`src/rtl/cacheline_adaptor_pkg.sv`:
```
// ---------------------------------------------------------------------------
// cacheline_adaptor_pkg: sizing constants and shared types for the adaptor
// Rev 1.0
// ---------------------------------------------------------------------------
`default_nettype none

package cacheline_adaptor_pkg;

  localparam int LINE_WIDTH  = 256;
  localparam int BURST_WIDTH = 64;
  localparam int ADDR_WIDTH  = 32;
  localparam int BEATS       = LINE_WIDTH / BURST_WIDTH;
  localparam int CNT_WIDTH   = (BEATS > 1) ? $clog2(BEATS) : 1;

  typedef enum logic [1:0] {
    ST_IDLE  = 2'd0,
    ST_READ  = 2'd1,
    ST_WRITE = 2'd2,
    ST_DONE  = 2'd3
  } state_e;

  typedef logic [LINE_WIDTH-1:0]  line_t;
  typedef logic [BURST_WIDTH-1:0] beat_t;
  typedef logic [ADDR_WIDTH-1:0]  addr_t;
  typedef logic [CNT_WIDTH-1:0]   cnt_t;

endpackage

`default_nettype wire

```
`src/rtl/cacheline_adaptor_if.sv`:
```
// ---------------------------------------------------------------------------
// cacheline_adaptor_if: cache-side and memory-side buses of the adaptor
// Rev 1.0
// ---------------------------------------------------------------------------
`default_nettype none

interface cacheline_adaptor_if;
  import cacheline_adaptor_pkg::*;

  line_t line_i;
  line_t line_o;
  addr_t address_i;
  logic  read_i;
  logic  write_i;
  logic  resp_o;
  beat_t burst_i;
  beat_t burst_o;
  addr_t address_o;
  logic  read_o;
  logic  write_o;
  logic  resp_i;

  // Adaptor view: signal directions match the _i/_o suffixes.
  modport slave (
    input  line_i, address_i, read_i, write_i, burst_i, resp_i,
    output line_o, resp_o, burst_o, address_o, read_o, write_o
  );

  // Environment view: the cache and main memory together.
  modport master (
    output line_i, address_i, read_i, write_i, burst_i, resp_i,
    input  line_o, resp_o, burst_o, address_o, read_o, write_o
  );

endinterface

`default_nettype wire

```
`src/rtl/cacheline_adaptor.sv`:
```
// ---------------------------------------------------------------------------
// cacheline_adaptor: one cacheline read/write <-> BEATS-beat memory burst
// Rev 1.0
// ---------------------------------------------------------------------------
`default_nettype none

module cacheline_adaptor (
  input  logic                clk,
  input  logic                rst_n,
  cacheline_adaptor_if.slave  bus
);
  import cacheline_adaptor_pkg::*;

  state_e state_q, state_d;
  cnt_t   cnt_q,   cnt_d;
  line_t  line_q,  line_d;
  addr_t  addr_q,  addr_d;
  logic   last_beat;

  assign last_beat     = (cnt_q == CNT_WIDTH'(BEATS - 1));
  assign bus.line_o    = line_q;
  assign bus.address_o = addr_q;

  always_ff @(posedge clk or negedge rst_n) begin
    if (!rst_n) begin
      state_q <= ST_IDLE;
      cnt_q   <= '0;
      line_q  <= '0;
      addr_q  <= '0;
    end else begin
      state_q <= state_d;
      cnt_q   <= cnt_d;
      line_q  <= line_d;
      addr_q  <= addr_d;
    end
  end

  // Strobes decode straight from state so reset drops them without a clock.
  always_comb begin
    state_d     = state_q;
    cnt_d       = cnt_q;
    line_d      = line_q;
    addr_d      = addr_q;
    bus.read_o  = 1'b0;
    bus.write_o = 1'b0;
    bus.resp_o  = 1'b0;
    bus.burst_o = '0;

    unique case (state_q)
      ST_IDLE: begin
        if (bus.read_i) begin
          addr_d  = bus.address_i;
          cnt_d   = '0;
          state_d = ST_READ;
        end else if (bus.write_i) begin
          addr_d  = bus.address_i;
          line_d  = bus.line_i;
          cnt_d   = '0;
          state_d = ST_WRITE;
        end
      end

      ST_READ: begin
        bus.read_o = 1'b1;
        if (bus.resp_i) begin
          line_d[int'(cnt_q)*BURST_WIDTH +: BURST_WIDTH] = bus.burst_i;
          cnt_d = cnt_q + 1'b1;
          if (last_beat) begin
            state_d = ST_DONE;
          end
        end
      end

      ST_WRITE: begin
        bus.write_o = 1'b1;
        bus.burst_o = line_q[int'(cnt_q)*BURST_WIDTH +: BURST_WIDTH];
        if (bus.resp_i) begin
          cnt_d = cnt_q + 1'b1;
          if (last_beat) begin
            state_d = ST_DONE;
          end
        end
      end

      ST_DONE: begin
        bus.resp_o = 1'b1;
        state_d    = ST_IDLE;
      end

      default: state_d = ST_IDLE;
    endcase
  end

endmodule

`default_nettype wire

```
`src/flat_wrapper.sv`:
```
// flat-port wrapper written by rule: the top's interface ports become plain ports
module cacheline_adaptor_flat import cacheline_adaptor_pkg::*;
  (clk, rst_n, bus_line_i, bus_address_i, bus_read_i, bus_write_i, bus_burst_i, bus_resp_i, bus_line_o, bus_resp_o, bus_burst_o, bus_address_o, bus_read_o, bus_write_o);
  cacheline_adaptor_if bus_i ();
  input  logic clk;
  input  logic rst_n;
  input wire logic [$bits(bus_i.line_i)-1:0] bus_line_i;
  input wire logic [$bits(bus_i.address_i)-1:0] bus_address_i;
  input wire logic [$bits(bus_i.read_i)-1:0] bus_read_i;
  input wire logic [$bits(bus_i.write_i)-1:0] bus_write_i;
  input wire logic [$bits(bus_i.burst_i)-1:0] bus_burst_i;
  input wire logic [$bits(bus_i.resp_i)-1:0] bus_resp_i;
  output wire logic [$bits(bus_i.line_o)-1:0] bus_line_o;
  output wire logic [$bits(bus_i.resp_o)-1:0] bus_resp_o;
  output wire logic [$bits(bus_i.burst_o)-1:0] bus_burst_o;
  output wire logic [$bits(bus_i.address_o)-1:0] bus_address_o;
  output wire logic [$bits(bus_i.read_o)-1:0] bus_read_o;
  output wire logic [$bits(bus_i.write_o)-1:0] bus_write_o;
  assign bus_i.line_i = bus_line_i;
  assign bus_i.address_i = bus_address_i;
  assign bus_i.read_i = bus_read_i;
  assign bus_i.write_i = bus_write_i;
  assign bus_i.burst_i = bus_burst_i;
  assign bus_i.resp_i = bus_resp_i;
  assign bus_line_o = bus_i.line_o;
  assign bus_resp_o = bus_i.resp_o;
  assign bus_burst_o = bus_i.burst_o;
  assign bus_address_o = bus_i.address_o;
  assign bus_read_o = bus_i.read_o;
  assign bus_write_o = bus_i.write_o;
  cacheline_adaptor u_core (.clk(clk), .rst_n(rst_n), .bus(bus_i));
endmodule
```
`config.mk`:
```
export PLATFORM = sky130hd
export DESIGN_NAME = cacheline_adaptor_flat
export DESIGN_NICKNAME = d
export VERILOG_FILES = /design/src/rtl/cacheline_adaptor_pkg.sv /design/src/rtl/cacheline_adaptor_if.sv /design/src/rtl/cacheline_adaptor.sv /design/src/flat_wrapper.sv
export SDC_FILE = /design/constraint.sdc
export NUM_CORES = 1
export LEC_CHECK = 0
export CORE_AREA = 5 5 277 279
export CTS_CLUSTER_SIZE = 14
export DETAILED_ROUTE_END_ITERATION = 10
export DIE_AREA = 0 0 282 284
export PLACE_DENSITY = 0.56
export SYNTH_ARGS = -nofsm -noshare
export SYNTH_HDL_FRONTEND = slang
export SYNTH_SLANG_ARGS = --single-unit
export TNS_END_PERCENT = 5
```
`constraint.sdc`:
```
create_clock -name clk -period 2.7 [get_ports clk]
set_input_delay 0.675 -clock clk [delete_from_list [all_inputs] [get_ports clk]]
set_output_delay 0.675 -clock clk [all_outputs]
set_load 0.01 [all_outputs]
```
# After elaboration in Yosys (flattened, before gate mapping)
# Cells that the tools add are included.
# W data, S select, Z words.
[word_totals] output_inout_bits=355 register_bits=292
[op_classes] shift=3 n_mux=20 eq_ne=10 addsub=2 reduce_logical=9
[ops] operator="$mux W256" count=3
[ops] operator="$pmux W256 S2" count=1
[ops] operator="$bwmux W256" count=1
[ops] operator="$shift A64 B33 Y256 const A" count=1
[ops] operator="$shiftx A256 B9 Y64" count=1
[ops] operator="$shiftx A64 B33 Y256" count=1
[ops] operator="$mux W32" count=2
[ops] operator="$mux W64" count=1
[ops] operator="$neg A8 Y33" count=1
[ops] operator="$mux W2" count=7
[ops] operator="$eq A2 B2 Y1 const B" count=3
[ops] operator="$ne A2 B2 Y1 const B" count=3
[ops] operator="$pmux W2 S3" count=1
[ops] operator="$reduce_and A3 Y1" count=2
[ops] operator="$reduce_bool A2 Y1" count=3
[ops] operator="$ne A2 B1 Y1 const B" count=2
[ops] operator="$pmux W2 S2" count=1
[ops] operator="$reduce_and A4 Y1" count=1
[ops] operator="$mux W1" count=3
[ops] operator="$ne A3 B3 Y1 const B" count=1
[ops] operator="$add A2 B1 Y2 const B" count=1
[ops] operator="$eq A2 B1 Y1 const B" count=1
[ops] operator="$logic_not A2 Y1" count=1
[ops] operator="$reduce_and A2 Y1" count=1
[ops] operator="$reduce_or A2 Y1" count=1

# Longest topological paths before layout
[depth] ltp_word=5 ltp_mapped=9

# Worst setup path after synthesis
# Ideal clock, no wire load.
[synth_path] path_type="register to register" start="reg u_core.cnt_q[1]" end="reg u_core.line_q[100] (netlist: u_core.bus.line_o[100])" synth_period_minus_slack_ps=2537 t_arrival_ps=2413 path_slack_ps=163 stages_incl_launch_ff=10 setup_ps=125 path_cell_list="dfrtp_1 > buf_2 > buf_1 > inv_1 > ha_1 > and2_1 > clkbuf_1 > clkbuf_1 > a32o_1 > mux2_2"
[synth_between] elab_chain_cells=5 elab_cells_between_ends=6
[synth_rtl] element="from (decl)" line_no="cacheline_adaptor.sv:15" text="cnt_t cnt_q, cnt_d;"
[synth_rtl] element="from (signal assigned)" line_no="cacheline_adaptor.sv:32" text="cnt_q <= cnt_d;"
[synth_rtl] element="$neg A8 Y33 *" line_no="cacheline_adaptor.sv:66" text="line_d[int'(cnt_q)*BURST_WIDTH +: BURST_WIDTH] = bus.burst_i;"
[synth_rtl] element="$shiftx A64 B33 Y256 or $shift A64 B33 Y256 (tied branches)" line_no="cacheline_adaptor.sv:66"
[synth_rtl] element="$bwmux W256 *" line_no="cacheline_adaptor.sv:66"
[synth_rtl] element="$mux W256 *" line_no="cacheline_adaptor.sv:65" text="if (bus.resp_i) begin"
[synth_rtl] element="$pmux W256 S2 *" line_no="cacheline_adaptor.sv:49" text="unique case (state_q)"
[synth_rtl] element="to (signal assigned)" line_no="cacheline_adaptor.sv:33" text="line_q <= line_d;"
[synth_rtl] element="to (decl)" line_no="cacheline_adaptor.sv:16" text="line_t line_q, line_d;"
# Mark *: on every way between the ends. The rest lies on a longest branch, timed or not. The select of a mux whose other input is x is not followed.
# A chain may end at the register's enable or synchronous reset.

# Worst setup path after layout
[layout_path] start="reg u_core.cnt_q[0]" end="out bus_burst_o[19]"
[layout_between] elab_chain_cells=2
[layout_rtl] element="$shiftx A256 B9 Y64" line_no="cacheline_adaptor.sv:76" text="bus.burst_o = line_q[int'(cnt_q)*BURST_WIDTH +: BURST_WIDTH];"
[layout_rtl] element="$mux W64" line_no="cacheline_adaptor.sv:49"
[layout_rtl] element="to (decl)" line_no="flat_wrapper.sv:15" text="output wire logic [$bits(bus_i.burst_o)-1:0] bus_burst_o;"
# No other way between the ends.

==> metrics.cfg <==
[status]
status = finished with violations
violations = setup timing

[clocking]
cts_tree = done
clk_latency_ps = 540
h-tree-depth = 2
cts-root-buf = clkbuf_16
clock_path_buffers = 3
clock-sinks = 292
numCtsBuffers = 37
postCtsHoldBufs = 0
clkTransAtPathRegs_ps = 60

[floorplanning]
io_pins = 712
core_um2 = 73900
die_area_um2 = 80100
die_h_um = 284
die_x_um = 282
fp-row-count = 100
start_util = 0.227

[synthesis]
ys_types = 31
ys_ff_latch = 292
synthCells = 1343
synth_fp_nets = 1709
synth_top_area_frac = 0.434
yosysWarnings = 0
synth_area_leader_cell = dfrtp_1
ys_seq_area_frac = 0.434
synth_area_per_cell_um2 = 12.5
synth_area_um2 = 16800
synthTopCellsByArea = dfrtp_1, mux2_2, mux4_2

[setup_path]
regToRegSetupSlack_ps = 0
critPathKind = flop to output pin
reg2reg_to = u_core.bus.line_o[202]
rr_worst_depth = 9
cp_max_fo = 6
cp.required_ps = 2030
critPathLaunchType = flop
crit_arrival_ps = 2340
crit_path_end_kind = output pin
r2r_start = u_core.cnt_q[0]

[drt]
post_drt_wl_per_cell_um = 26.4
via_per_inst = 5.04
final_antenna_net_count = 0
wirelength_um = 81000
vias = 15500
drt_iter0_drc = 920
dr.pass1.iters = 5
route.detailed.drc = 0

[power]
pwr-share-seq = 0.270
fin_total_pwr_w = 0.0332
power.density_nw_per_um2 = 1220
power_leakage_nw = 11.1
comb_power_share = 0.582
p_clk_frac = 0.148
p_sw_frac = 0.379
cellInternalPower_w = 0.0206
vdd_drop_max_mv = 0.650
p_switching_w = 0.0126

[sta]
hold_violations = 0
min_period_ps = 3010
whs_ps = 73.5
max_clock_freq_mhz = 332
worst_slack_ps = -311
final-max-slew-violation-count = 0
fin_crit_sh = 1.12
rsz0062_at_grt = true
tightest_slew_ps = 727
finalSetupViolCount = 65
finClkSkew_ps = 19.3
slew_headroom = 0.516

[grt]
grt-ovfl-total = 0
grt_max_degree = 129
grt.total_usage = 0.193
grt_pass1_vias = 16800
antenna_found_initial = 13
grt_pass1_wl_um = 117000

[placement]
placed_area_um2 = 25500
gp_congestion = 0.885
pre_cts_slack_ps = -6.01
io_buffers = 711
place.detailed.hpwl_um = 58800

[final_layout]
ff_latch_area_um2 = 7310
filler_cell_count = 7210
syn2layout_area_growth_pct = 62.0
multi_input_area_um2 = 8460
drive_above_1_share = 0.295
nNetsFinal = 2425
stdcell_area_um2 = 27200

[worst_hold_path]
min_path_type = primary input to asynchronous set/reset pin

[flow_run]
maxCapViolations = 0

area by class of cell:
class                           count  area share
Timing Repair Buffer              816       0.314
Clock inverter                     13     0.00450
Clock buffer                       53      0.0388
Tap cell                          969      0.0445
Sequential cell                   292       0.268
Inverter                          134      0.0187
Multi-Input combinational cell    778       0.310
Antenna cell                       10    0.000918
per-layer routing:
metal  wire (um)  vias to the layer above  global-route usage  share of wire
met3        6180                      180              0.0466          0.076
met1       31800                     7973               0.236           0.39
met2       39800                      715               0.330           0.49
li1            -                     6585                   -              -
met5          26                        -                   0        0.00032
met4        3220                        4              0.0725          0.040
how the worst max path moves through the flow:
stage                    start  slack (ps)                endpoint  cells past startpoint
2_1_floorplan  u_core.cnt_q[1]         160  u_core.bus.line_o[100]                      9
5_1_grt        u_core.cnt_q[0]        -380         bus_burst_o[18]                      7
3_5_place_dp   u_core.cnt_q[1]          -6         bus_burst_o[24]                      4
4_1_cts        u_core.cnt_q[0]        -350         bus_burst_o[18]                      7
6_report       u_core.cnt_q[0]        -310         bus_burst_o[19]                      7
3_3_place_gp   u_core.cnt_q[1]        -0.4         bus_burst_o[49]                      4
worst max-delay path, cell delays in order (launching register included):
cell and delay (ps):
dfrtp_4 500, buf_12 150, buf_16 150, buf_16 150, buf_8 140, mux4_2 420
and2_4 160, buf_6 110
flip-flops by register name (all words and copies together), names as in the netlist:
register              count
u_core.bus.line_o       256
u_core.cnt_q              2
u_core.state_q            2
u_core.bus.address_o     32
cells in the final DEF, fill, tap and decap left out, drive strengths merged, types with 2 or more instances in the layout:
cell / n
dfrtp: 292
ha: 9
inv: 135
o32ai: 128
dlygate4sd2: 2
mux4: 64
buf: 167
nand2b: 69
bufbuf: 3
and2: 65
clkbuf: 53
diode: 10
a22oi: 4
clkdlybuf4s50: 644
nand2: 7
a32o: 129
mux2: 288
nor2b: 2
bufinv: 2
clkinv: 9
cell usage after synthesis:
| master | count |
|---|---|
| mux2_1 | 20 |
| o221a_2 | 1 |
| o32ai_1 | 128 |
| inv_1 | 134 |
| a21oi_1 | 1 |
| buf_2 | 27 |
| a32o_1 | 129 |
| o21ai_1 | 1 |
| o21a_1 | 1 |
| and2_1 | 65 |
| mux4_2 | 64 |
| clkbuf_1 | 84 |
| a311o_1 | 1 |
| buf_6 | 24 |
| a211o_1 | 1 |
| and3_1 | 1 |
| buf_4 | 1 |
| buf_1 | 3 |
| and3b_1 | 1 |
| nand2b_1 | 69 |
| nand4_1 | 1 |
| a22oi_4 | 4 |
| nand2_1 | 7 |
| nand3b_2 | 1 |
| o221ai_1 | 1 |
| nor3_1 | 1 |
| mux2_2 | 268 |
| ha_1 | 9 |
| dfrtp_1 | 292 |
| nor3b_1 | 1 |
| nor2b_1 | 2 |
cell families after synthesis:
logic type	share of synthesized area
mux	0.278
flops	0.434
buf+inv	0.0739
compound gates	0.152
simple gates	0.0548
fa+ha+maj	0.00669
power by group through the flow:
stage	registers (W)	clock network, W	logic, W
finish	0.00898	0.00491	0.0194
detailed placement	0.00911	0	0.0185
global placement	0.00904	0	0.0183
CTS	0.00897	0.00510	0.0193
floorplan	0.00905	0	0.00834
global route	0.00920	0.00527	0.0205
per-stage QoR:
step	TNS, ps	utilization	std cells
floorplan	0	-	1343
global placement	-0.433	0.345	2963
detailed placement	-9.21	0.345	2963
CTS	-16730	0.366	3055
global route	-16880	0.368	3064
finish	-10520	0.368	3065
what timing repair did:
action	4_1_cts	5_1_grt
gates resized for setup	325	41
buffers inserted	22	2
setup endpoints to repair	66	187
pin swaps	41	54
gates cloned	5	0
(Power assumes the default switching activity.)
